==> src/rtl/ex_muldiv_ctrl.sv <==
// Iterative RV32M multiply/divide sequencer: 32 shift-add / restoring-divide steps (33-cycle latency, 1 for special cases).
// Holds the pipeline via stall while busy; result is a single-cycle rsp_valid pulse with no downstream backpressure.
module ex_muldiv_ctrl #(
  parameter int XLEN = 32
) (
  input  logic            clk,
  input  logic            rst_n,
  input  logic            req_valid,
  input  logic [2:0]      req_op,
  input  logic [XLEN-1:0] req_rs1,
  input  logic [XLEN-1:0] req_rs2,
  input  logic            flush,
  output logic            stall,
  output logic            busy,
  output logic            rsp_valid,
  output logic [XLEN-1:0] rsp_data
);

  localparam logic [1:0] IDLE = 2'd0;
  localparam logic [1:0] CALC = 2'd1;
  localparam logic [1:0] DONE = 2'd2;

  logic [1:0]  state_q, state_d;
  logic [4:0]  cnt_q, cnt_d;
  logic [2:0]  op_q, op_d;
  logic [31:0] a_q, a_d;         // lo (multiply) or Q (divide)
  logic [31:0] b_q, b_d;         // |rs2|
  logic [31:0] hi_q, hi_d;       // hi (multiply) or R (divide)
  logic        neg_q, neg_d;
  logic [31:0] rsp_data_q, rsp_data_d;

  logic        rs1_sgn, rs2_sgn, s1, s2, is_div, is_rem, ovf, special, neg_in;
  logic [31:0] mag1, mag2, special_val;
  logic [32:0] mul_sum, div_sh;
  logic [31:0] mul_hi, mul_lo, div_r, div_q, div_res, div_out;
  logic [63:0] product, prod_out;
  logic        div_ge;

  always_comb begin
    rs1_sgn = (req_op == 3'd1) || (req_op == 3'd2) || (req_op == 3'd4) || (req_op == 3'd6);
    rs2_sgn = (req_op == 3'd1) || (req_op == 3'd4) || (req_op == 3'd6);
    s1      = rs1_sgn & req_rs1[31];
    s2      = rs2_sgn & req_rs2[31];
    mag1    = s1 ? (32'd0 - req_rs1) : req_rs1;
    mag2    = s2 ? (32'd0 - req_rs2) : req_rs2;
    is_div  = req_op[2];
    is_rem  = req_op[2] & req_op[1];
    // s1/s2 are already zero for unsigned operands, so this covers every op
    neg_in  = is_rem ? s1 : (s1 ^ s2);
    ovf     = is_div && !req_op[0] && (req_rs1 == 32'h8000_0000) && (req_rs2 == 32'hFFFF_FFFF);
    special = is_div && ((req_rs2 == 32'd0) || ovf);
    if (req_rs2 == 32'd0) special_val = is_rem ? req_rs1 : 32'hFFFF_FFFF;
    else                  special_val = is_rem ? 32'd0 : 32'h8000_0000;
  end

  always_comb begin
    mul_sum  = {1'b0, hi_q} + (a_q[0] ? {1'b0, b_q} : 33'd0);
    mul_hi   = mul_sum[32:1];
    mul_lo   = {mul_sum[0], a_q[31:1]};
    product  = {mul_hi, mul_lo};
    prod_out = neg_q ? (64'd0 - product) : product;

    div_sh   = {hi_q, a_q[31]};
    div_ge   = div_sh >= {1'b0, b_q};
    // the remainder after subtraction is always below |rs2|, so 32 bits hold it
    div_r    = div_ge ? (div_sh[31:0] - b_q) : div_sh[31:0];
    div_q    = {a_q[30:0], div_ge};
    div_res  = op_q[1] ? div_r : div_q;
    div_out  = neg_q ? (32'd0 - div_res) : div_res;
  end

  always_comb begin
    state_d    = state_q;
    cnt_d      = cnt_q;
    op_d       = op_q;
    a_d        = a_q;
    b_d        = b_q;
    hi_d       = hi_q;
    neg_d      = neg_q;
    rsp_data_d = rsp_data_q;
    case (state_q)
      IDLE: begin
        if (req_valid && !flush) begin
          op_d  = req_op;
          a_d   = mag1;
          b_d   = mag2;
          hi_d  = 32'd0;
          neg_d = neg_in;
          cnt_d = 5'd0;
          if (special) begin
            state_d    = DONE;
            rsp_data_d = special_val;
          end else begin
            state_d = CALC;
          end
        end
      end
      CALC: begin
        cnt_d = cnt_q + 5'd1;
        if (op_q[2]) begin
          hi_d = div_r;
          a_d  = div_q;
        end else begin
          hi_d = mul_hi;
          a_d  = mul_lo;
        end
        if (cnt_q == 5'd31) begin
          state_d = DONE;
          if (op_q[2])            rsp_data_d = div_out;
          else if (op_q == 3'd0)  rsp_data_d = prod_out[31:0];
          else                    rsp_data_d = prod_out[63:32];
        end
      end
      default: state_d = IDLE;
    endcase
    if (flush) state_d = IDLE;
  end

  always_ff @(posedge clk or negedge rst_n) begin
    if (!rst_n) begin
      state_q    <= IDLE;
      cnt_q      <= 5'd0;
      op_q       <= 3'd0;
      a_q        <= 32'd0;
      b_q        <= 32'd0;
      hi_q       <= 32'd0;
      neg_q      <= 1'b0;
      rsp_data_q <= 32'd0;
    end else begin
      state_q    <= state_d;
      cnt_q      <= cnt_d;
      op_q       <= op_d;
      a_q        <= a_d;
      b_q        <= b_d;
      hi_q       <= hi_d;
      neg_q      <= neg_d;
      rsp_data_q <= rsp_data_d;
    end
  end

  assign stall     = ((state_q == IDLE) && req_valid && !flush) || (state_q == CALC);
  assign busy      = (state_q != IDLE);
  assign rsp_valid = (state_q == DONE) && !flush;
  assign rsp_data  = rsp_data_q;

endmodule
==> config.mk <==
export PLATFORM = sky130hd
export DESIGN_NAME = ex_muldiv_ctrl
export DESIGN_NICKNAME = d
export VERILOG_FILES = /design/src/rtl/ex_muldiv_ctrl.sv
export SDC_FILE = /design/constraint.sdc
export NUM_CORES = 1
export LEC_CHECK = 0
export BUFFER_PORTS_ARGS = -buffer_cell sky130_fd_sc_hd__buf_2
export CAP_MARGIN = 40
export CORE_MARGIN = 2
export CORE_UTILIZATION = 35
export DETAILED_ROUTE_END_ITERATION = 12
export PLACE_DENSITY = 0.57
export SYNTH_ARGS = -nofsm -noshare
export SYNTH_HDL_FRONTEND = slang
export SYNTH_SLANG_ARGS = --single-unit
==> constraint.sdc <==
create_clock -name clk -period 7.47 [get_ports clk]
set_input_delay 0.3735 -clock clk [delete_from_list [all_inputs] [get_ports clk]]
set_output_delay 0.3735 -clock clk [all_outputs]
set_load 0.01 [all_outputs]
==> results of run 1 <==
==> kinds of logic after synthesis <==
group | after synthesis
mux | 67
buf+inv | 232
compound gates | 752
xor+xnor | 178
flops | 139
fa+ha+maj | 73
simple gates | 759
==> cell usage after synthesis, drive strengths merged, types with 12 or more instances <==
| library cell | instances | area (µm²) |
|---|---|---|
| or3 | 38 | 253 |
| a31oi | 23 | 144 |
| nor2b | 12 | 75.1 |
| or4 | 14 | 116 |
| nand2 | 253 | 952 |
| nand3 | 60 | 300 |
| xor2 | 82 | 718 |
| ha | 71 | 888 |
| and2 | 49 | 307 |
| inv | 68 | 255 |
| nand4 | 37 | 238 |
| clkbuf | 118 | 448 |
| xnor2 | 96 | 848 |
| dfrtp | 139 | 3480 |
| nor4 | 19 | 140 |
| nor2 | 155 | 582 |
| nand2b | 14 | 87.6 |
| nor3 | 53 | 313 |
| a211oi | 31 | 238 |
| o21a | 23 | 173 |
| a21oi | 163 | 838 |
| mux2i | 63 | 631 |
| o21ai | 264 | 1340 |
| a21o | 21 | 158 |
| o31ai | 31 | 251 |
| o211ai | 66 | 500 |
| buf | 45 | 249 |
| o41ai | 16 | 181 |
==> cells in the final DEF (no fill, tap or decap), types with 17 or more instances in the layout <==
cell type	n
mux2i_1	63
a31oi_1	23
and2_1	49
ha_1	71
inv_1	68
nor2_1	155
nand2_1	252
a211oi_1	30
clkbuf_16	17
o21a_1	23
xor2_1	82
dfrtp_1	136
buf_2	105
a21o_1	21
nor3_1	44
a21oi_1	159
or3_1	35
nand3_1	60
o31ai_1	29
o211ai_1	65
xnor2_1	95
o21ai_0	255
nand4_1	36
buf_4	24
==> per-stage QoR <==
stage | instances | utilization | total power [mW] | hold WS (ns)
finish | 2806 | 0.388 | 6.99 | 0.109
global route | 2804 | 0.388 | 7.50 | 0.111
CTS | 2803 | 0.388 | 6.90 | 0.0719
floorplan | 2200 | - | 4.52 | 0.0779
global placement | 2765 | 0.373 | 5.89 | 0.463
detailed placement | 2770 | 0.374 | 5.91 | 0.475
==> how the worst max path moves through the flow <==
stage	from	to	slack [ns]	depth (start not counted)
floorplan	a_q[0]	rsp_data[25]	2.97	18
global placement	req_rs2[0]	rsp_data[27]	1.71	16
detailed placement	hi_q[19]	rsp_data[26]	1.90	19
CTS	hi_q[19]	rsp_data[26]	1.88	19
global route	hi_q[19]	rsp_data[26]	1.48	19
finish	hi_q[19]	rsp_data[26]	1.84	19
==> power groups by stage <==
stage          combinational [mW]  sequential (mW)  clock, mW
2_1_floorplan                3.43             1.09          0
3_3_place_gp                 4.60             1.28          0
3_5_place_dp                 4.62             1.29          0
4_1_cts                      4.65             1.28      0.970
5_1_grt                      5.19             1.32      0.992
6_report                     4.75             1.30      0.945
==> layout make-up <==
class	count	area [µm²]
fill	4859	27900
multi-input combinational	1829	11800
sequential	139	3480
timing repair buffer	135	771
tap	600	751
clock buffer	21	450
inverter	69	259
clock inverter	11	170
antenna	2	5.00
==> layer usage <==
| metal | track usage | up-vias | share of wire |
|---|---|---|---|
| met1 | 0.389 | 8259 | 0.47 |
| met5 | 0 | - | 0 |
| met4 | 0.0919 | 0 | 0.025 |
| li1 | - | 8021 | - |
| met3 | 0.0410 | 70 | 0.076 |
| met2 | 0.406 | 696 | 0.43 |
==> worst reg2reg max path: cells and delay by family (launching register included) <==
family / cells / cell delay, ns
adders and majority gates: 2 / 0.63
muxes: 1 / 0.28
DFF: 1 / 0.44
AOI/OAI and AO/OA: 8 / 2.04
and+or+nand+nor: 6 / 1.67
buffers and inverters: 2 / 0.44
==> state kept, by name (all words and copies together) (netlist names) <==
signal / cells
neg_q: 1
b_q: 32
op_q: 3
rsp_data: 32
cnt_q: 5
hi_q: 32
a_q: 32
state_q: 2
==> run_results.csv, run 1 <==
group,metric,value,unit
hold_path,whs_path_depth,2,
power,p_leak,6.95,nW
floorplanning,ios,106,
hold_path,holdPathEnd,"state_q[0]",
synthesis,synthXorXnorAreaFrac,0.0967,
hold_path,min_from,"flush",
detailed_routing,drt_iter0_markers,1872,
detailed_routing,drc_errors,0,
synthesis,yosysSeqAreaShare,0.215,
detailed_routing,wire_per_inst,22.8,µm
grt,grt_antenna_before_repair,1,
clocking,cts_sinks,139,
placement,placed_area,17100,µm²
detailed_routing,drt_first_pass_iters,6,
clocking,cts-htree-levels,4,
power,sw_frac_of_total,0.552,
grt,grt-ovfl-total,0,
timing,setup_viol,0,
detailed_routing,ant_nets,0,
placement,gp_congestion,0.945,
final_layout,drive_above_1_share,0.103,
worst_setup_path,required,7.84,ns
worst_setup_path,worst_r2r_startpoint,"hi_q[19]",
power,pwr-share-seq,0.185,
power,powerDensity,395,nW/µm²
timing,maxSlewHeadroom,0.345,
timing,max_freq,178,MHz
timing,tightest_slew,0.970,ns
synthesis,synth_mux_area_frac,0.0417,
worst_setup_path,crit_family,"compound AO/OA/AOI/OAI gates",
flow_run,max_cap_viol_count,0,
synthesis,synthCells,2200,
final_layout,nNetsFinal,2335,
detailed_routing,totalWireLength,64000,µm
clocking,clk_latency,0.50,ns
synthesis,synth_top_family_by_area,"compound AO/OA/AOI/OAI gates",
synthesis,async_flop_share,1.00,
synthesis,synthSimpleGateAreaFrac,0.234,
timing,min_period,5.63,ns
synthesis,synth.cell_area,16200,µm²
synthesis,synth_edf_count,0,
worst_setup_path,reg2reg_to,"rsp_data[26]",
floorplanning,rows,78,
synthesis,synthDistinctLibCells,102,
clocking,post_cts.repair.setup_buffers,0,
timing,hold_viol,0,
final_layout,area_growth,9.28,%
timing,fin_crit_sh,0.754,
grt,grt_usage,0.269,
synthesis,ys_warn_count,0,
power,intPower,3.13,mW
worst_setup_path,crit_type,"reg -> reg",
clocking,root_buffer,"clkbuf_16",
floorplanning,die_x,219,µm
timing,rsz0062_at_grt,"false",
synthesis,synth_seq_cells,139,
floorplanning,die_area,48000,µm²
run_status,status,"finished, final reports clean",
detailed_routing,num_vias,17000,
timing,fin_ws,1.84,ns
worst_setup_path,ff2ff_path_depth,19,
worst_setup_path,worst_setup_path_end_kind,"register",
floorplanning,core,45600,µm²
worst_setup_path,crit_buf_inv,2,
grt,grt_pass1_wl,98100,µm
floorplanning,die_height,219,µm
worst_setup_path,slowest_delay,0.49,ns
worst_setup_path,cp_slowest_cell,"or3_1",
timing,fin_skew,0.0300,ns
synthesis,avgSynthCellArea,7.36,µm²
clocking,cts_tree,"built",
placement,dp_slack,1.90,ns
power,vdd_drop_max,0.212,mV
placement,dpl.hpwl,49700,µm
detailed_routing,vias_per_cell,6.07,
power,power.share.combinational,0.680,
timing,setup_tns,0,ns
clocking,clockBufferDepth,2,
clocking,cts_resized,0,
floorplanning,start_util,0.355,
power,power.net_switching,3.86,mW
hold_path,hold_path_class,"in -> reg",
worst_setup_path,cp_data_arrival_time,6.00,ns
synthesis,synth_compound_gate_area_share,0.297,
grt,grt_pass1_vias,16000,
timing,slew_viol_final,0,
clocking,clk_pin_slew_worst_paths,0.07,ns
synthesis,synth_fa_ha_area_frac,0.0573,
clocking,cts_buffers,17,
placement,io_buffers,105,
final_layout,fin_area,17700,µm²
worst_setup_path,cp_max_fo,24,
power,clkPwrFrac,0.135,
worst_setup_path,cp-start-kind,"register",
worst_setup_path,worst-r2r-setup-slack,1.84,ns
grt,grt_start_max_net_pins,82,
worst_setup_path,crit_chain,"ha_1 > a21oi_1 > o21ai_0 > a32o_1 > or3_1 > a21oi_4 > buf_4 > mux2i_1 > nand2_1 > o21ai_0 > ha_1 > inv_1 > nor2_1 > a22o_1 > and2_1 > nand3_1 > or3_1 > a211oi_1 > a22oi_1",
clocking,cts_hold_buf,1,
synthesis,syn_nets,2344,
synthesis,synthFlopType,"dfrtp_1",
(Power assumes the default switching activity.)
==> run 2, diff against run 1 <==
- ABC_AREA: unset -> 1
- clock period: 7.47 -> 5.5 ns (I/O delays scaled with it)
==> run 2 against run 1 <==
Against the previous run:
- combinational power increased by 130%
- clock skew decreased by 0.017 ns
- fmax increased by 30%
- largest power group unchanged
- global-route usage increased by 1.6 points
- largest cell class unchanged
- sequential power increased by 72%
- critical path type unchanged
- via count increased by 21%
- critical path depth increased by 4
- die area increased by 7.4%
- synthesized cell count increased by 40%
- total power increased by 110%
- wire length increased by 15%
- area after synthesis increased by 7.5%
==> run_results.csv, run 2 <==
group,metric,value,unit
run_status,status,"finished, final reports clean",
worst_setup_path,crit_family,"simple AND/OR/NAND/NOR gates",
clocking,cts_sinks,139,
floorplanning,die_height,227,µm
final_layout,final_cells,3800,
worst_setup_path,crit_type,"reg -> reg",
final_layout,final_util,0.393,
worst_setup_path,cp_slowest_cell,"dfrtp_1",
synthesis,async_flop_share,1.00,
clocking,cts_resized,0,
synthesis,synth.cell_area,17400,µm²
worst_setup_path,cp_common_cell,"nand2_1",
clocking,cts_buffers,17,
detailed_routing,drt_iter0_markers,2200,
final_layout,fin_area,19300,µm²
final_layout,area_growth,10.8,%
detailed_routing,drt_first_pass_iters,7,
worst_setup_path,crit_buf_inv,1,
synthesis,synthXorXnorAreaFrac,0.0371,
synthesis,syn_nets,3214,
detailed_routing,met3_length,5770,µm
synthesis,synth_compound_gate_area_share,0.176,
worst_setup_path,worst_r2r_startpoint,"b_q[0]",
power,powerDensity,754,nW/µm²
synthesis,synth_seq_cells,139,
synthesis,synthSimpleGateAreaFrac,0.418,
hold_path,min_from,"req_rs2[0]",
synthesis,synth_top_area_frac,0.200,
worst_setup_path,worst_setup_path_end_kind,"register",
clocking,root_buffer,"clkbuf_16",
final_layout,antenna-diode-count,0,
detailed_routing,totalWireLength,73400,µm
timing,hold_viol,0,
detailed_routing,wire_per_inst,19.3,µm
clocking,cts-htree-levels,4,
grt,grt_start_max_net_pins,77,
timing,tightest_slew,0.936,ns
floorplanning,core,49100,µm²
synthesis,synthTopCellsByCount,"nand2_1, inv_1, nor2_1, nand3_1, a21oi_1",
floorplanning,die_x,227,µm
worst_setup_path,worst-r2r-setup-slack,1.17,ns
synthesis,synthDistinctLibCells,57,
synthesis,ys_warn_count,0,
detailed_routing,drc_errors,0,
synthesis,avgSynthCellArea,5.67,µm²
clocking,clk_pin_slew_worst_paths,0.07,ns
worst_setup_path,slowest_delay,0.54,ns
grt,grt_pass1_vias,18700,
grt,grt_usage,0.285,
final_layout,drive_above_1_share,0.0877,
floorplanning,die_area,51600,µm²
timing,setup_tns,0,ns
timing,fin_crit_sh,0.786,
floorplanning,ios,106,
detailed_routing,wl_met2,32000,µm
hold_path,whs_path_depth,3,
timing,rsz0062_at_grt,"false",
worst_setup_path,crit_chain,"ha_1 > inv_1 > fa_1 > nand3_1 > nand3_1 > nand2_1 > nand2_1 > nand2_1 > nand2_1 > nand3b_1 > nand3_1 > nand3_1 > nand2_1 > nand2_1 > nand2_1 > nor2_1 > nand3b_1 > nor2_1 > nand2_1 > nand3_1 > nand3_1 > nand2_1 > a21oi_2",
hold_path,hold_path_class,"in -> reg",
synthesis,synth_edf_count,0,
synthesis,synth_area_leaders,"dfrtp_1, nand2_1, inv_1",
worst_setup_path,cp_data_arrival_time,4.69,ns
worst_setup_path,cp_max_fo,4,
detailed_routing,vias_per_cell,5.41,
synthesis,synth_top_area_cell,"dfrtp_1",
power,p_leak,9.84,nW
timing,max_freq,231,MHz
placement,io_buffers,105,
final_layout,nNetsFinal,3267,
placement,placed_area,18700,µm²
grt,grt-ovfl-total,0,
synthesis,yosysSeqAreaShare,0.200,
timing,maxSlewHeadroom,0.376,
grt,grt_antenna_before_repair,1,
synthesis,synth_top_family_by_area,"simple AND/OR/NAND/NOR gates",
worst_setup_path,reg2reg_to,"rsp_data[29]",
placement,dpl.hpwl,58400,µm
timing,setup_viol,0,
timing,hold_ws,0.0853,ns
clocking,cts_tree,"built",
final_layout,final_common_cell,"nand2_1",
hold_path,holdPathEnd,"b_q[0]",
clocking,post_cts.repair.setup_buffers,0,
placement,dp_slack,1.37,ns
synthesis,yosysMostFrequentCell,"nand2_1",
placement,dp_cells,3766,
timing,min_period,4.33,ns
power,power,14.5,mW
timing,fin_skew,0.0132,ns
detailed_routing,num_vias,20500,
worst_setup_path,cp-start-kind,"register",
clocking,clockBufferDepth,2,
synthesis,synthFlopType,"dfrtp_1",
flow_run,max_cap_viol_count,0,
grt,grt_pass1_wl,112000,µm
floorplanning,rows,81,
power,vdd_drop_max,0.472,mV
clocking,clk_latency,0.49,ns
floorplanning,start_util,0.355,
timing,slew_viol_final,0,
synthesis,synth_mux_area_frac,0,
timing,fin_ws,1.17,ns
placement,gp_congestion,0.953,
final_layout,layout_common_cells,"nand2_1, inv_1, nor2_1",
detailed_routing,highest_layer,"met5",
worst_setup_path,ff2ff_path_depth,23,
worst_setup_path,required,5.87,ns
detailed_routing,m1WireLength,32900,µm
synthesis,synth_fa_ha_area_frac,0.0533,
detailed_routing,ant_nets,0,
synthesis,synthCells,3070,
run 2: power by group:
group / internal, mW / switching (mW)
Sequential: 1.52 / 0.714
Combinational: 3.32 / 7.74
Clock: 0.727 / 0.533
run 2: how the worst max path moves through the flow:
stage	start	to	depth (start not counted)
2_1_floorplan	a_q[0]	rsp_data[30]	25
3_3_place_gp	b_q[0]	rsp_data[29]	23
3_5_place_dp	a_q[31]	rsp_data[29]	24
4_1_cts	a_q[31]	rsp_data[29]	24
5_1_grt	b_q[24]	rsp_data[29]	22
6_report	b_q[0]	rsp_data[29]	23
run 2: cell type report:
cell class,count,area (µm²)
Clock buffer,19,443
Sequential cell,139,3480
Inverter,411,1540
Clock inverter,13,165
Fill cell,5591,29800
Timing Repair Buffer,144,892
Multi-Input combinational cell,2410,11900
Tap cell,664,831
run 2: cell families after synthesis:
family          Yosys count
fa+ha+maj                73
buf+inv                 521
xor+xnor                 73
compound gates          558
flops                   139
simple gates           1706
run 2: metal layers:
| metal | vias to the layer above | global-route usage |
|---|---|---|
| met2 | 867 | 0.438 |
| met4 | 2 | 0.113 |
| met1 | 9427 | 0.396 |
| met3 | 125 | 0.0503 |
| li1 | 10100 | - |
| met5 | - | 0 |
run 2: repair_timing:
item	4_1_cts	5_1_grt
setup endpoints to repair	0	0
hold buffers	2	0
endpoints found under the hold margin	31	0
run 2: worst min-delay path, cell delays in order:
cell     delay, ns
buf_2         0.11
inv_1         0.06
o21ai_0       0.08
==> run 3, diff against run 2 <==
- ABC_AREA: 1 -> 0
- PLACE_DENSITY: 0.57 -> 0.59
- clock period: 5.5 -> 3.93 ns (I/O delays scaled with it)
==> run 3 against run 2 <==
Against the previous run:
- the flow now finishes with violations (negative setup slack)
- register-to-register slack got worse by 1.6 ns
- fmax decreased by 1.0%
- via count decreased by 6.8%
- count of clock-buffer cells in the layout increased by 1
- critical path depth decreased by 8
- first-iteration DRC count decreased by 12%
- clock power increased by 43%
- non-clock buffer count increased by 547
- total power increased by 30%
==> run_results.csv, run 3 (synthesis gave the netlist of run 1 again) <==
group,metric,value,unit
flow_run,max_cap_viol_count,0,
clocking,clk_pin_slew_worst_paths,0.07,ns
power,powerDensity,807,nW/µm²
final_layout,nFillCells,4418,
worst_setup_path,worst-r2r-setup-slack,-0.44,ns
floorplanning,start_util,0.355,
clocking,cts_buffers,17,
clocking,cts-htree-levels,4,
worst_setup_path,worst_setup_path_end_kind,"register",
detailed_routing,ant_nets,0,
worst_setup_path,reg2reg_to,"rsp_data[28]",
clocking,clk_latency,0.50,ns
detailed_routing,vias_per_cell,5.70,
detailed_routing,num_vias,19100,
hold_path,whs_path_depth,3,
grt,grt-ovfl-total,0,
worst_setup_path,crit_type,"reg -> reg",
worst_setup_path,cp_data_arrival_time,4.79,ns
worst_setup_path,ff2ff_path_depth,15,
detailed_routing,wire_per_inst,21.0,µm
timing,rsz0062_at_grt,"true",
timing,fin_ws,-0.440,ns
placement,dp_slack,-0.622,ns
grt,grt_usage,0.297,
floorplanning,die_area,48000,µm²
worst_setup_path,cp-start-kind,"register",
timing,hold_viol,0,
clocking,cts_sinks,139,
final_layout,nNetsFinal,2892,
placement,dpl.hpwl,55200,µm
grt,grt_pass1_wl,109000,µm
worst_setup_path,cp_max_fo,6,
final_layout,antenna-diode-count,0,
timing,fin_skew,0.0105,ns
power,vdd_drop_max,0.405,mV
placement,dp_cells,3258,
timing,hold_ws,0.0323,ns
detailed_routing,drt_iter0_markers,1929,
clocking,cts_tree,"built",
run_status,status,"finished with violations",
timing,fin_crit_sh,1.11,
detailed_routing,drt_first_pass_iters,6,
timing,setup_viol,21,
placement,io_buffers,105,
floorplanning,die_height,219,µm
final_layout,drive_above_1_share,0.351,
floorplanning,die_x,219,µm
final_layout,final_cells,3360,
hold_path,holdPathEnd,"b_q[20]",
placement,gp_congestion,0.923,
detailed_routing,drc_errors,0,
final_layout,final_common_cell,"buf_4",
grt,grt_antenna_before_repair,0,
run_status,violations,"negative setup slack",
hold_path,hold_path_class,"in -> reg",
worst_setup_path,worst_r2r_startpoint,"a_q[0]",
timing,max_freq,229,MHz
floorplanning,ios,106,
detailed_routing,totalWireLength,70700,µm
hold_path,min_from,"req_rs2[20]",
clocking,root_buffer,"clkbuf_16",
final_layout,layout_common_cells,"buf_4, nand2_1, o21ai_0",
timing,tightest_slew,0.919,ns
grt,grt_pass1_vias,18700,
grt,grt_start_max_net_pins,81,
timing,slew_viol_final,0,
floorplanning,rows,78,
clocking,clockBufferDepth,2,
final_layout,area_growth,44.9,%
timing,maxSlewHeadroom,0.387,
floorplanning,core,45600,µm²
power,power,18.9,mW
power,p_leak,9.93,nW
timing,min_period,4.37,ns
worst_setup_path,required,4.35,ns
==> run 3: changes by cell type in the layout (fill, tap and decap cells not counted), moves of 57 or more <==
cell,previous run,this run
buf_4,32,537
inv_1,397,65
a21oi_1,231,129
xnor2_1,19,89
nand3_1,278,59
nand2_1,893,247
o211ai_1,8,65
mux2i_1,0,62
nor2_1,337,149
==> run 3: per-layer routing <==
metal,track usage,wire length (µm)
met5,0,0
met4,0.0926,1780
met3,0.0527,4640
met2,0.473,31700
met1,0.408,32600
==> run 3: repair_timing <==
action	in CTS	in global routing
endpoints found under the setup margin	27	29
buffers inserted	57	18
gates cloned	1	0
pin swaps	98	68
resized for setup	164	112
endpoints found under the hold margin	147	0
hold buffers	8	0
==> run 3: final cells by class <==
type                       instances  area (µm²)  share of cell area
inverter                          69         259              0.0110
timing repair buffer             691        5210               0.222
multi-input combinational       1830       13200               0.560
sequential                       139        3490               0.148
clock inverter                    11         170             0.00725
tap                              600         751              0.0320
clock buffer                      20         447              0.0190
==> run 3: stage by stage <==
step	TNS (ns)	area (µm²)	util
finish	-4.72	23500	0.515
global placement	-8.75	20900	0.458
floorplan	-3.42	16300	-
detailed placement	-9.35	20900	0.459
CTS	-3.47	22800	0.501
global route	-7.53	23500	0.515
==> run 3: power by group <==
group / switching (mW) / internal [mW]
Clock: 0.734 / 1.07
Combinational: 7.93 / 7.05
Sequential: 0.387 / 1.78
Total: 9.05 / 9.90
==> run 3: worst max-delay path by stage <==
stage          slack (ns)           end    from
6_report            -0.44  rsp_data[28]  a_q[0]
5_1_grt             -0.52  rsp_data[28]  a_q[0]
3_3_place_gp        -0.61  rsp_data[22]  a_q[0]
4_1_cts             -0.39  rsp_data[28]  a_q[0]
2_1_floorplan       -0.44  rsp_data[25]  a_q[0]
3_5_place_dp        -0.62  rsp_data[22]  a_q[0]
==> run 3: critical path, cell delays in order, from the launching register on <==
cell	delay, ns
dfrtp_1	0.42
and2_4	0.18
ha_4	0.16
fa_2	0.33
a21o_1	0.19
a221o_1	0.38
buf_6	0.16
xnor2_4	0.14
nand2_2	0.07
or3b_4	0.40
or3_4	0.40
or4_4	0.50
o41a_1	0.38
xnor2_2	0.17
o31a_1	0.26
a41oi_2	0.15
